## src/rtl/tt_um_load_ctrl.sv

```systemverilog
// rtl/tt_um_load_ctrl.sv - byte-stream sequencer for the latch weight loader; LOAD_CHECKSUM_EN adds a trailing checksum byte
module tt_um_load_ctrl #(
   parameter int MAX_IN_LEN  = 16,
   parameter int MAX_OUT_LEN = 8,
   parameter int WIDTH       = 2,
   parameter int COL_BITS    = $clog2(MAX_OUT_LEN*WIDTH),
   parameter int BYTES       = MAX_IN_LEN/8
) (
   input  logic                  clk,
   input  logic                  rst,
   input  logic                  start,
   input  logic                  abort,
   input  logic [7:0]            in_byte,
   input  logic                  in_valid,
   output logic                  in_ready,
   output logic                  load_ena,
   output logic [COL_BITS-1:0]   load_col,
   output logic [MAX_IN_LEN-1:0] load_data,
   output logic                  busy,
   output logic                  done,
   output logic                  chk_err
);
   localparam int BC_BITS = (BYTES > 1) ? $clog2(BYTES) : 1;
   localparam logic [COL_BITS-1:0] LAST_COL  = COL_BITS'(MAX_OUT_LEN*WIDTH-1);
   localparam logic [BC_BITS-1:0]  LAST_BYTE = BC_BITS'(BYTES-1);

   typedef enum logic [2:0] {
      S_IDLE,
      S_RECV,
      S_SETUP,
      S_STROBE,
      S_HOLD
`ifdef LOAD_CHECKSUM_EN
      , S_CHECK
`endif
   } state_t;

   state_t             state;
   logic [BC_BITS-1:0] byte_cnt;
   logic               hs;

   assign hs = in_valid & in_ready;

`ifdef LOAD_CHECKSUM_EN
   logic [7:0] xor_acc;
   logic       chk_err_q;
   assign chk_err = chk_err_q;
`else
   assign chk_err = 1'b0;
`endif

   // SETUP/STROBE/HOLD bracket each enable pulse so the open latches see stable column and data
   always_ff @(posedge clk) begin
      if (rst) begin
         state     <= S_IDLE;
         byte_cnt  <= '0;
         in_ready  <= 1'b0;
         load_ena  <= 1'b0;
         load_col  <= '0;
         load_data <= '0;
         busy      <= 1'b0;
         done      <= 1'b0;
`ifdef LOAD_CHECKSUM_EN
         xor_acc   <= '0;
         chk_err_q <= 1'b0;
`endif
      end else if (abort) begin
         state    <= S_IDLE;
         in_ready <= 1'b0;
         load_ena <= 1'b0;
         busy     <= 1'b0;
      end else begin
         case (state)
            S_IDLE: begin
               if (start) begin
                  state     <= S_RECV;
                  load_col  <= '0;
                  byte_cnt  <= '0;
                  done      <= 1'b0;
                  busy      <= 1'b1;
                  in_ready  <= 1'b1;
`ifdef LOAD_CHECKSUM_EN
                  xor_acc   <= '0;
                  chk_err_q <= 1'b0;
`endif
               end
            end
            S_RECV: begin
               if (hs) begin
                  load_data[8*int'(byte_cnt) +: 8] <= in_byte;
                  byte_cnt <= byte_cnt + BC_BITS'(1);
`ifdef LOAD_CHECKSUM_EN
                  xor_acc  <= xor_acc ^ in_byte;
`endif
                  if (byte_cnt == LAST_BYTE) begin
                     state    <= S_SETUP;
                     in_ready <= 1'b0;
                  end
               end
            end
            S_SETUP: begin
               state    <= S_STROBE;
               load_ena <= 1'b1;
            end
            S_STROBE: begin
               state    <= S_HOLD;
               load_ena <= 1'b0;
            end
            S_HOLD: begin
               if (load_col == LAST_COL) begin
`ifdef LOAD_CHECKSUM_EN
                  state    <= S_CHECK;
                  in_ready <= 1'b1;
`else
                  state    <= S_IDLE;
                  done     <= 1'b1;
                  busy     <= 1'b0;
`endif
               end else begin
                  load_col <= load_col + COL_BITS'(1);
                  byte_cnt <= '0;
                  state    <= S_RECV;
                  in_ready <= 1'b1;
               end
            end
`ifdef LOAD_CHECKSUM_EN
            S_CHECK: begin
               if (hs) begin
                  chk_err_q <= (in_byte != xor_acc);
                  done      <= 1'b1;
                  busy      <= 1'b0;
                  in_ready  <= 1'b0;
                  state     <= S_IDLE;
               end
            end
`endif
            default: state <= S_IDLE;
         endcase
      end
   end
endmodule

```

## config.mk

```make
export PLATFORM = sky130hd
export DESIGN_NAME = tt_um_load_ctrl
export DESIGN_NICKNAME = d
export VERILOG_FILES = /design/src/rtl/tt_um_load_ctrl.sv
export SDC_FILE = /design/constraint.sdc
export NUM_CORES = 1
export LEC_CHECK = 0
export ABC_AREA = 1
export CAP_MARGIN = 40
export CORE_AREA = 2 2 53 55
export DETAILED_ROUTE_END_ITERATION = 16
export DIE_AREA = 0 0 55 57
export HOLD_SLACK_MARGIN = 0.15
export PLACE_DENSITY_LB_ADDON = 0.1
export RECOVER_POWER = 25
export REMOVE_ABC_BUFFERS = 1
export SETUP_SLACK_MARGIN = 0.1
export SLEW_MARGIN = 20
export SYNTH_ARGS = -nofsm -noshare
export SYNTH_HDL_FRONTEND = slang
export SYNTH_SLANG_ARGS = --single-unit
```

## constraint.sdc

```tcl
create_clock -name clk -period 3.1 [get_ports clk]
set_input_delay 0.62 -clock clk [delete_from_list [all_inputs] [get_ports clk]]
set_output_delay 0.62 -clock clk [all_outputs]
set_load 0.1 [all_outputs]
```

==> results.sh, run 1 <==
export IMPL_drt_total_wl_um=2550
export IMPL_seq_power_share_pct=59.2
export IMPL_critPathArrivalTime_ns=1.53
export IMPL_clkPwrFrac_pct=22.5
export IMPL_drt_iter0_markers=29
export IMPL_critPathSlowestCell="clkbuf_1"
export IMPL_cp_max_fo=2
export IMPL_die_width_um=55
export IMPL_antenna_found_initial=0
export IMPL_dieArea_mm2=0.00314
export IMPL_final_cell_mix="nor2_1, dfxtp_1, o21ai_0, nand2_1, buf_4"
export IMPL_fin_nets=218
export IMPL_portBuffers=36
export IMPL_core_mm2=0.00262
export IMPL_ios=38
export IMPL_cts_hold_buf=0
export IMPL_grt_pass1_vias=1022
export IMPL_status="completed"
export IMPL_path_cells="clkbuf_1"
export IMPL_cts_setup_buffers=0
export IMPL_route_detailed_drc=0
export IMPL_diodes=0
export IMPL_dp_hpwl_um=1970
export IMPL_p_leak_nw=0.635
export IMPL_comb_power_share_pct=18.3
export IMPL_tns_ns=0
export IMPL_grt_start_max_net_pins=20
export IMPL_cap_violations=0
export IMPL_postCtsResizedCells=0
export IMPL_layout_commonest_cell="nor2_1"
export IMPL_rsz0062_at_grt="false"
export IMPL_clk_pin_slew_ns=0.14
export IMPL_netlist_instances=165
export IMPL_grt_pass1_wl_um=4210
export IMPL_synth_seq_area_share_pct=47.2
export IMPL_fin_cells=233
export IMPL_placed_cells=230
export IMPL_viasPerCell=4.97
export IMPL_power_density_mw_per_mm2=418
export IMPL_clk_path_buf_depth=2
export IMPL_timing_fmax_ghz=0.465
export IMPL_postSynthAreaPerCell_um2=7.20
export IMPL_maxSlewHeadroom_pct=22.7
export IMPL_synth_area_mm2=0.00119
export IMPL_required_ns=2.48
export IMPL_htreeDepth=1
export IMPL_grt_use_total_pct=18.1
export IMPL_cts_root_buf="clkbuf_4"
export IMPL_hp_class="flop to flop"
export IMPL_crit_path_end_kind="output pin"
export IMPL_cts_made_buffers=3
export IMPL_finClkSkew_ns=0.00289
export IMPL_clock_sinks=28
export IMPL_vias=1158
export IMPL_ant_nets=0
export IMPL_drv_slew=0
export IMPL_post_route_period_util_pct=69.4
export IMPL_path_delay_family="buffers and inverters"
export IMPL_p_sw_mw=0.185
export IMPL_synth_cell_types=22
export IMPL_period_minus_slack_ns=2.15
export IMPL_yosys_register_bits=28
export IMPL_insertion_delay_ns=0.31
export IMPL_worst_pin_slew_ns=1.16
export IMPL_start_util_pct=45.4
export IMPL_hold_violations=0
export IMPL_overflow=0
export IMPL_p_int_mw=0.447
export IMPL_path_class="flop to output pin"
export IMPL_critPathLaunchType="flop"
export IMPL_drive_above_1_share_pct=14.4
export IMPL_crit_buf_inv=1
export IMPL_num_rows=19
export IMPL_avgRoutedWirePerCell_um=10.9
export IMPL_globalplace_congestion=0.879
export IMPL_dr_pass1_iters=4
export IMPL_cts_tree="yes"
export IMPL_switching_share_pct=29.2
export IMPL_crit_path_max_incr_delay_ns=0.86
export IMPL_fp_dieH_um=57
export IMPL_ir_worst_vdd_mv=0.321
export IMPL_p_total_mw=0.632
export IMPL_finalSetupViolCount=0
export IMPL_area_growth_pct=27.4
export IMPL_yosysWarningCount=0
flip-flops by register name (all words and copies together) (netlist names):
name and cells:
state 3, busy 1, in_ready 1, done 1
load_col 4, byte_cnt 1, load_data 16, load_ena 1
worst paths after layout:
kind                                    from      endpoint  slack (ns)  depth (start not counted)
worst min register to register          done          done        0.47                          2
worst max-delay path            load_data[6]  load_data[6]        0.95                          1
worst min-delay path                    done          done        0.47                          2
worst max register to register      state[1]      state[0]        1.56                          7
Yosys cell counts:
cell	count	area share, %
a21oi_1	6	2.5
nor2_2	2	1.1
nor3_1	1	0.42
dfxtp_1	28	47
nor3_4	1	1.4
nand3_1	9	3.8
xnor2_1	1	0.74
nand3_2	2	1.7
buf_1	1	0.32
ha_1	1	1.1
o21ai_0	22	9.3
buf_4	1	0.63
nand2_1	19	6.0
o21bai_1	1	0.63
nor2_1	47	15
nand2_2	1	0.53
nand4_1	3	1.6
inv_2	3	0.95
conb_1	1	0.32
and2_1	1	0.53
inv_1	13	4.1
o21ai_1	1	0.42
per-stage QoR:
stage	hold WS, ns	setup WS [ns]	util [%]	cell area, um^2
after detailed placement	0.455	1.09	57.9	1520
after global routing	0.496	0.900	57.8	1510
after global placement	0.454	1.15	57.9	1520
after CTS	0.478	1.38	58.8	1540
after floorplan	0.513	1.02	-	1180
final	0.474	0.948	57.8	1510
power by group through the flow:
stage	logic, mW	clock network (mW)	registers [mW]
finish	0.116	0.142	0.374
global placement	0.117	0	0.382
floorplan	0.0441	0	0.420
global route	0.126	0.161	0.376
CTS	0.118	0.148	0.375
detailed placement	0.117	0	0.382
per-layer routing:
layer	up-vias	track usage (%)	routed length, um
li1	603	-	-
met1	514	21.7	1100
met2	35	30.6	1210
met3	6	3.40	185
met4	0	8.01	50
met5	-	0	0
cell families after synthesis:
family	Yosys count	synth area share (%)
buffers and inverters	18	6.01
and+or+nand+nor	86	31.8
xor gates and xnor gates	1	0.738
AOI/OAI and AO/OA	30	12.9
DFF	28	47.2
adders and majority gates	1	1.05
other	1	0.316
area by class of cell:
type	count	area (um^2)
multi-input combinational	119	553
timing repair buffer	36	278
inverter	16	60.1
fill	261	1100
sequential	28	561
tap	31	38.8
clock buffer	3	22.5
(Power assumes the default switching activity.)
==> inputs of run 2 (changes only) <==
CORE_AREA = 2 2 55 57   (was 2 2 53 55)
DIE_AREA = 0 0 57 59   (was 0 0 55 57)
clock period = 2 ns   (was 3.1 ns; I/O delays follow)
==> results.sh, run 2 (synthesis gave the netlist of run 1 again) <==
export IMPL_cts_made_buffers=3
export IMPL_reg_largest_list="load_data (16), load_col (4), state (3)"
export IMPL_drive_above_1_share_pct=17.7
export IMPL_met2_length_um=1100
export IMPL_p_leak_nw=0.673
export IMPL_hold_violations=0
export IMPL_worst_pin_slew_ns=0.545
export IMPL_cts_hold_buf=0
export IMPL_crit_path_end_kind="output pin"
export IMPL_power_density_mw_per_mm2=720
export IMPL_path_delay_family="buffers and inverters"
export IMPL_avgRoutedWirePerCell_um=11.0
export IMPL_hp_start="busy"
export IMPL_route_detailed_drc=0
export IMPL_ios=38
export IMPL_num_rows=19
export IMPL_critPathArrivalTime_ns=1.14
export IMPL_placed_cells=230
export IMPL_p_sw_mw=0.300
export IMPL_diodes=0
export IMPL_final_cell_mix="nor2_1, dfxtp_1, o21ai_0, nand2_1"
export IMPL_switching_share_pct=26.6
export IMPL_largest_reg_flops=16
export IMPL_layout_commonest_cell="nor2_1"
export IMPL_post_route_period_util_pct=77.2
export IMPL_insertion_delay_ns=0.32
export IMPL_critPathLaunchType="flop"
export IMPL_finClkSkew_ns=0.00201
export IMPL_dr_wl_met3_um=127
export IMPL_fp_dieH_um=59
export IMPL_portBuffers=36
export IMPL_seq_power_share_pct=51.4
export IMPL_antenna_found_initial=0
export IMPL_cp_max_fo=2
export IMPL_stdcell_area_mm2=0.00157
export IMPL_cts_setup_buffers=0
export IMPL_vias=1119
export IMPL_dp_slack_ns=0.197
export IMPL_rsz0062_at_grt="false"
export IMPL_r2r_worst_path_cells=7
export IMPL_critPathSlowestCell="clkbuf_2"
export IMPL_globalplace_congestion=0.859
export IMPL_status="completed"
export IMPL_p_int_mw=0.829
export IMPL_overflow=0
export IMPL_cts_tree="yes"
export IMPL_start_util_pct=43.8
export IMPL_area_growth_pct=32.0
export IMPL_comb_power_share_pct=16.2
export IMPL_dr_pass1_iters=4
export IMPL_fin_nets=218
export IMPL_largest_register="load_data"
export IMPL_htreeDepth=1
export IMPL_fin_cells=234
export IMPL_clock_sinks=28
export IMPL_required_ns=1.60
export IMPL_period_minus_slack_ns=1.54
export IMPL_clk_pin_slew_ns=0.15
export IMPL_grt_pass1_wl_um=4310
export IMPL_hp_class="flop to flop"
export IMPL_wl_met1_um=1310
export IMPL_drv_slew=0
export IMPL_reg2reg_slack_ns=0.49
export IMPL_core_mm2=0.00271
export IMPL_grt_start_max_net_pins=20
export IMPL_cts_root_buf="clkbuf_4"
export IMPL_fin_ws_ns=0.456
export IMPL_r2r_end="load_col[2]"
export IMPL_viasPerCell=4.78
export IMPL_timing_fmax_ghz=0.648
export IMPL_crit_buf_inv=1
export IMPL_highest_layer="met4"
export IMPL_die_width_um=57
export IMPL_drt_total_wl_um=2560
export IMPL_grt_pass1_vias=973
export IMPL_drt_iter0_markers=38
export IMPL_path_class="flop to output pin"
export IMPL_crit_path_max_incr_delay_ns=0.46
export IMPL_ant_nets=0
export IMPL_postCtsResizedCells=0
export IMPL_maxSlewHeadroom_pct=63.8
export IMPL_clk_path_buf_depth=2
export IMPL_placed_area_mm2=0.00154
export IMPL_timing_rr_start="load_col[0]"
export IMPL_dp_hpwl_um=1980
export IMPL_min_path_cells=2
export IMPL_grt_use_total_pct=16.2
export IMPL_whs_ns=0.468
export IMPL_cap_violations=0
export IMPL_worstHoldEndpoint="busy"
export IMPL_path_cells="clkbuf_2"
export IMPL_finalSetupViolCount=0
export IMPL_dieArea_mm2=0.00336
export IMPL_ir_worst_vdd_mv=0.475
export IMPL_clkPwrFrac_pct=32.4
-- run 2: cell types whose count changed in the layout (fill, tap and decap cells not counted), sizes merged --
cell,change
buf,-3
bufinv,+1
dlygate4sd3,-1
clkdlybuf4s50,+1
clkbuf,+3
-- run 2: per-stage QoR --
| step | util, % | power, mW | TNS, ns |
|---|---|---|---|
| after floorplan | - | 0.719 | -0.273 |
| after global placement | 56.8 | 0.777 | 0 |
| after detailed placement | 56.8 | 0.778 | 0 |
| after CTS | 58.8 | 1.15 | 0 |
| after global routing | 57.8 | 1.18 | 0 |
| final | 57.8 | 1.13 | 0 |
-- run 2: per-layer routing --
layer / track usage (%) / vias up
met5: 0 / -
met4: 6.98 / 0
met3: 2.84 / 4
met2: 24.8 / 29
met1: 22.5 / 477
li1: - / 609
-- run 2: how the worst max path moves through the flow --
| stage | startpoint | end | slack (ns) | cells past startpoint |
|---|---|---|---|---|
| floorplan | load_col[0] | load_col[2] | -0.08 | 7 |
| global placement | in_valid | load_data[8] | 0.25 | 7 |
| detailed placement | in_valid | load_data[14] | 0.20 | 7 |
| CTS | load_col[0] | load_col[2] | 0.48 | 7 |
| global route | load_col[0] | load_col[3] | 0.29 | 7 |
| finish | load_data[11] | load_data[11] | 0.46 | 1 |
-- run 2: tightest hold or removal path: cells and delay by family (launching register included) --
kind / cells / cell delay, ns
flip-flops: 1 / 0.34
AND/OR/NAND/NOR: 1 / 0.06
AO/OA/AOI/OAI: 1 / 0.05
-- run 2: cell type report --
cell class,count,area [um^2]
Sequential cell,28,561
Clock buffer,3,22.5
Timing Repair Buffer,36,303
Clock inverter,1,30.0
Fill cell,264,1140
Inverter,16,60.1
Tap cell,31,38.8
Multi-Input combinational cell,119,553
-- run 2: power by group through the flow --
| stage | combinational, mW | clock [mW] | sequential (mW) |
|---|---|---|---|
| floorplan | 0.0683 | 0 | 0.650 |
| global placement | 0.184 | 0 | 0.593 |
| detailed placement | 0.185 | 0 | 0.593 |
| CTS | 0.186 | 0.381 | 0.582 |
| global route | 0.197 | 0.403 | 0.584 |
| finish | 0.182 | 0.366 | 0.581 |
==> variant 1, RTL diff (flow settings as in run 1) <==
The parameter `MAX_IN_LEN` goes from 16 to 32.
--- a/src/rtl/tt_um_load_ctrl.sv
+++ b/src/rtl/tt_um_load_ctrl.sv
@@ -1,6 +1,6 @@
 // rtl/tt_um_load_ctrl.sv - byte-stream sequencer for the latch weight loader; LOAD_CHECKSUM_EN adds a trailing checksum byte
 module tt_um_load_ctrl #(
-   parameter int MAX_IN_LEN  = 16,
+   parameter int MAX_IN_LEN  = 32,
    parameter int MAX_OUT_LEN = 8,
    parameter int WIDTH       = 2,
    parameter int COL_BITS    = $clog2(MAX_OUT_LEN*WIDTH),
Ports: changed (resized load_data); port bits go from 38 to 54. The function was not compared with the original's and may differ.
==> variant 1 against run 1 <==
The run now fails in global placement (3_3_place_gp). Area after synthesis is 86% higher.
==> variant 1: results (changes against run 1) <==
* Tool error: [ERROR FLW-0024] Place density exceeds 1.0 (current PLACE_DENSITY_LB_ADDON =  0.1). Please check if the value of  PLACE_DENSITY_LB_ADDON is between 0 and 0.99.
* Unique masters post-synth at 33 (was 22)
* Synth Warn # at 0 (unchanged)
* Cells after Synth at 289 (was 165)
* Primary FF master, synth: dfxtp_1 (unchanged)
* Stopping stage: global placement (3_3_place_gp)
* Status: aborted with a tool error (was completed)
* Sequential fraction of the synthesis area at 40.8% (was 47.2%)
* Port Buffers at 52 (was 36)
* Synth Register Bits at 45 (was 28)
* Commonest cells post-synth: nand2_1 (51), dfxtp_1 (45), nand3_1 (38), a21oi_1 (28), nor2_1 (28) (was nor2_1 (47), dfxtp_1 (28), o21ai_0 (22), nand2_1 (19), inv_1 (13))
* Die Wd at 55 um (unchanged)
* Asr flop ratio synth at 0% (unchanged)
* Ranking of synthesized cells by area: dfxtp_1 (41%), nand2_1 (8.7%), nand3_1 (8.6%), a21oi_1 (6.4%), nor2_1 (4.8%) (was dfxtp_1 (47%), nor2_1 (15%), o21ai_0 (9.3%), nand2_1 (6.0%), inv_1 (4.1%))
==> variant 1: cell count changes after synthesis, moves of 17 or more <==
cell and delta:
a21oi_1 +22, dfxtp_1 +17, nand3_1 +29, nor2_1 -19, nand2_1 +32
==> variant 1: logic make-up after synthesis <==
| family | Yosys count | synth area share [%] |
|---|---|---|
| AND/OR/NAND/NOR | 145 | 33.5 |
| AO/OA/AOI/OAI | 57 | 14.5 |
| flip-flops | 45 | 40.8 |
| buffers and inverters | 33 | 6.64 |
| adder cells (fa/ha/maj) | 7 | 3.97 |
| XOR/XNOR | 1 | 0.397 |
| other | 1 | 0.170 |
==> variant 2, RTL diff (config.mk and constraints of run 1) <==
Made on the original files. The 5 states of `state_t` get a one-hot encoding in 5 bits.
--- a/src/rtl/tt_um_load_ctrl.sv
+++ b/src/rtl/tt_um_load_ctrl.sv
@@ -24,12 +24,12 @@
    localparam logic [COL_BITS-1:0] LAST_COL  = COL_BITS'(MAX_OUT_LEN*WIDTH-1);
    localparam logic [BC_BITS-1:0]  LAST_BYTE = BC_BITS'(BYTES-1);
 
-   typedef enum logic [2:0] {
-      S_IDLE,
-      S_RECV,
-      S_SETUP,
-      S_STROBE,
-      S_HOLD
+   typedef enum logic [4:0] {
+      S_IDLE   = 5'b00001,
+      S_RECV   = 5'b00010,
+      S_SETUP  = 5'b00100,
+      S_STROBE = 5'b01000,
+      S_HOLD   = 5'b10000
 `ifdef LOAD_CHECKSUM_EN
       , S_CHECK
 `endif
Check against the original RTL: same outputs for any inputs over 10 cycles, from zero or initial values and one cycle with rst high; not proved beyond that.
==> variant 2 against run 1 <==
Power up 23%. Setup slack improved by 0.0080 ns. Final cell count is 11% higher. Fmax up 0.37%. Sequential cell count grew 2. Die area unchanged. Combinational power rose by 17%. Area after synthesis is 18% higher. Final area is 17% higher. Core utilization increased by 9.9 points. Wire length increased by 21%. Non-clock buffer count unchanged.
==> variant 2: results (changes against run 1) <==
* R2r endpoint: load_data[5] (was state[0])
* R2r worst-path depth at 6 (was 7)
* Root Buffer: clkbuf_4 (unchanged)
* Clock Path Buffers at 2 (unchanged)
* Hold Buf Count CTS at 0 (unchanged)
* Dpl ws at 1.02 ns (was 1.09 ns)
* Layout cells sized above 1 at 22.5% (was 14.4%)
* Placed Area at 1730 um2 (was 1520 um2)
* Non-filler instance count after layout at 258 (was 233)
* Largest registers: load_data (16), state (5), load_col (4) (was load_data (16), load_col (4), state (3))
* Starting DRC count in detailed routing at 20 (was 29)
* Total Wirelength at 3.07 mm (was 2.55 mm)
* Vias in the first global route at 1,268 (was 1,022)
* Cells after Synth at 186 (was 165)
* Final Wtd Congestion at 0.833 (was 0.879)
* Min-delay src: load_ena (was done)
* Largest net degree at the start of global routing at 18 (was 20)
* Synth Warn # at 0 (unchanged)
* Clock-pin transition on the worst setup and hold timing paths at 0.10 ns (was 0.14 ns)
* Placed instance count at 250 (was 230)
* Worst vdd ir at 0.000399 V (was 0.000321 V)
* CTS buffer count at 5 (was 3)
* Leakage at 0.807 nW (was 0.635 nW)
* Cells resized by post-CTS repair at 0 (unchanged)
* Final Skew at 0.00499 ns (was 0.00289 ns)
* Ant. Diodes at 0 (unchanged)
* Port Buffers at 36 (unchanged)
* Unique masters post-synth at 28 (was 22)
* Asr flop ratio synth at 0% (unchanged)
* Status: completed (unchanged)
* R2r setup slk at 1.38 ns (was 1.56 ns)
* FF-to-FF Start: state[1] (unchanged)
* Sequential fraction of the synthesis area at 42.7% (was 47.2%)
* Post-detail-place hpwl at 2.33 mm (was 1.97 mm)
* Vias per std cell at 5.15 (was 4.97)
* Crit-path max FO at 2 (unchanged)
* Least-Margin Pin Slew at 1.16 ns (about the same)
* Final net count at 240 (was 218)
* Clk_lat worst skew at 0.32 ns
* Hold EP: load_ena (was done)
* H-tree levels at 2 (was 1)
* # Post-CTS Setup Buffers at 0 (unchanged)
* Hold slack at 0.470 ns (was 0.474 ns)
* Antenna violations before repair at 0 (unchanged)
* Ranking of synthesized cells by area: dfxtp_1 (43%), nor2_1 (11%), o21ai_1 (6.0%), inv_1 (5.1%), nand3_1 (4.3%) (was dfxtp_1 (47%), nor2_1 (15%), o21ai_0 (9.3%), nand2_1 (6.0%), inv_1 (4.1%))
* First-pass GRT wire length at 5.09 mm (was 4.21 mm)
* Hold Path Class: reg2reg (unchanged)
* Commonest cells post-synth: nor2_1 (41), dfxtp_1 (30), inv_1 (19), o21ai_1 (17), nand2_1 (15) (was nor2_1 (47), dfxtp_1 (28), o21ai_0 (22), nand2_1 (19), inv_1 (13))
* Largest stage delay, worst path at 0.86 ns (about the same)
* Slowest CP cell: clkbuf_1 (unchanged)
* Gr usage total at 22.4% (was 18.1%)
* DR pass1 iterations at 4 (unchanged)
* Hold path cells at 2 (unchanged)
* Delay-heaviest family, CP: buffers and inverters (unchanged)
variant 2: per-layer routing:
| metal | vias to the layer above | share of wire, % | track usage (%) |
|---|---|---|---|
| li1 | 683 | - | - |
| met1 | 607 | 42 | 23.6 |
| met2 | 34 | 52 | 39.5 |
| met3 | 5 | 5.5 | 6.54 |
| met4 | 0 | 1.1 | 10.5 |
| met5 | - | 0 | 0 |
variant 2: kinds of logic (layout without fill, tap and decap cells):
| group | after synthesis | count (layout) | synth area share [%] |
|---|---|---|---|
| AO/OA/AOI/OAI | 24 | 24 | 9.61 |
| flip-flops | 30 | 30 | 42.7 |
| buffers and inverters | 26 | 67 | 7.65 |
| adder cells (fa/ha/maj) | 1 | 1 | 0.890 |
| XOR/XNOR | 1 | 1 | 0.623 |
| AND/OR/NAND/NOR | 103 | 103 | 38.3 |
| other | 1 | 1 | 0.267 |
variant 2: worst max-delay path by stage:
stage                        startpoint  slack [ns]  cells after the start             to
after global placement            abort        1.10                      6   load_data[0]
after global routing       load_data[5]        0.91                      1   load_data[5]
final                     load_data[13]        0.96                      1  load_data[13]
after detailed placement          abort        1.02                      6   load_data[5]
after floorplan             load_col[0]        0.97                     10       in_ready
after CTS                         abort        1.36                      6   load_data[5]
variant 2: final cells by class:
class / instances / area [um2]
tap: 31 / 38.8
inverter: 23 / 88.8
timing repair buffer: 36 / 289
clock buffer: 6 / 51.3
multi-input combinational: 130 / 689
fill: 252 / 845
clock inverter: 2 / 12.5
sequential: 30 / 601
variant 2: power by group:
group          total [mW]  switching [mW]  internal, mW  leakage, nW
sequential          0.400         0.00709         0.393        0.243
combinational       0.136          0.0956        0.0406        0.530
clock               0.243           0.134         0.109       0.0343
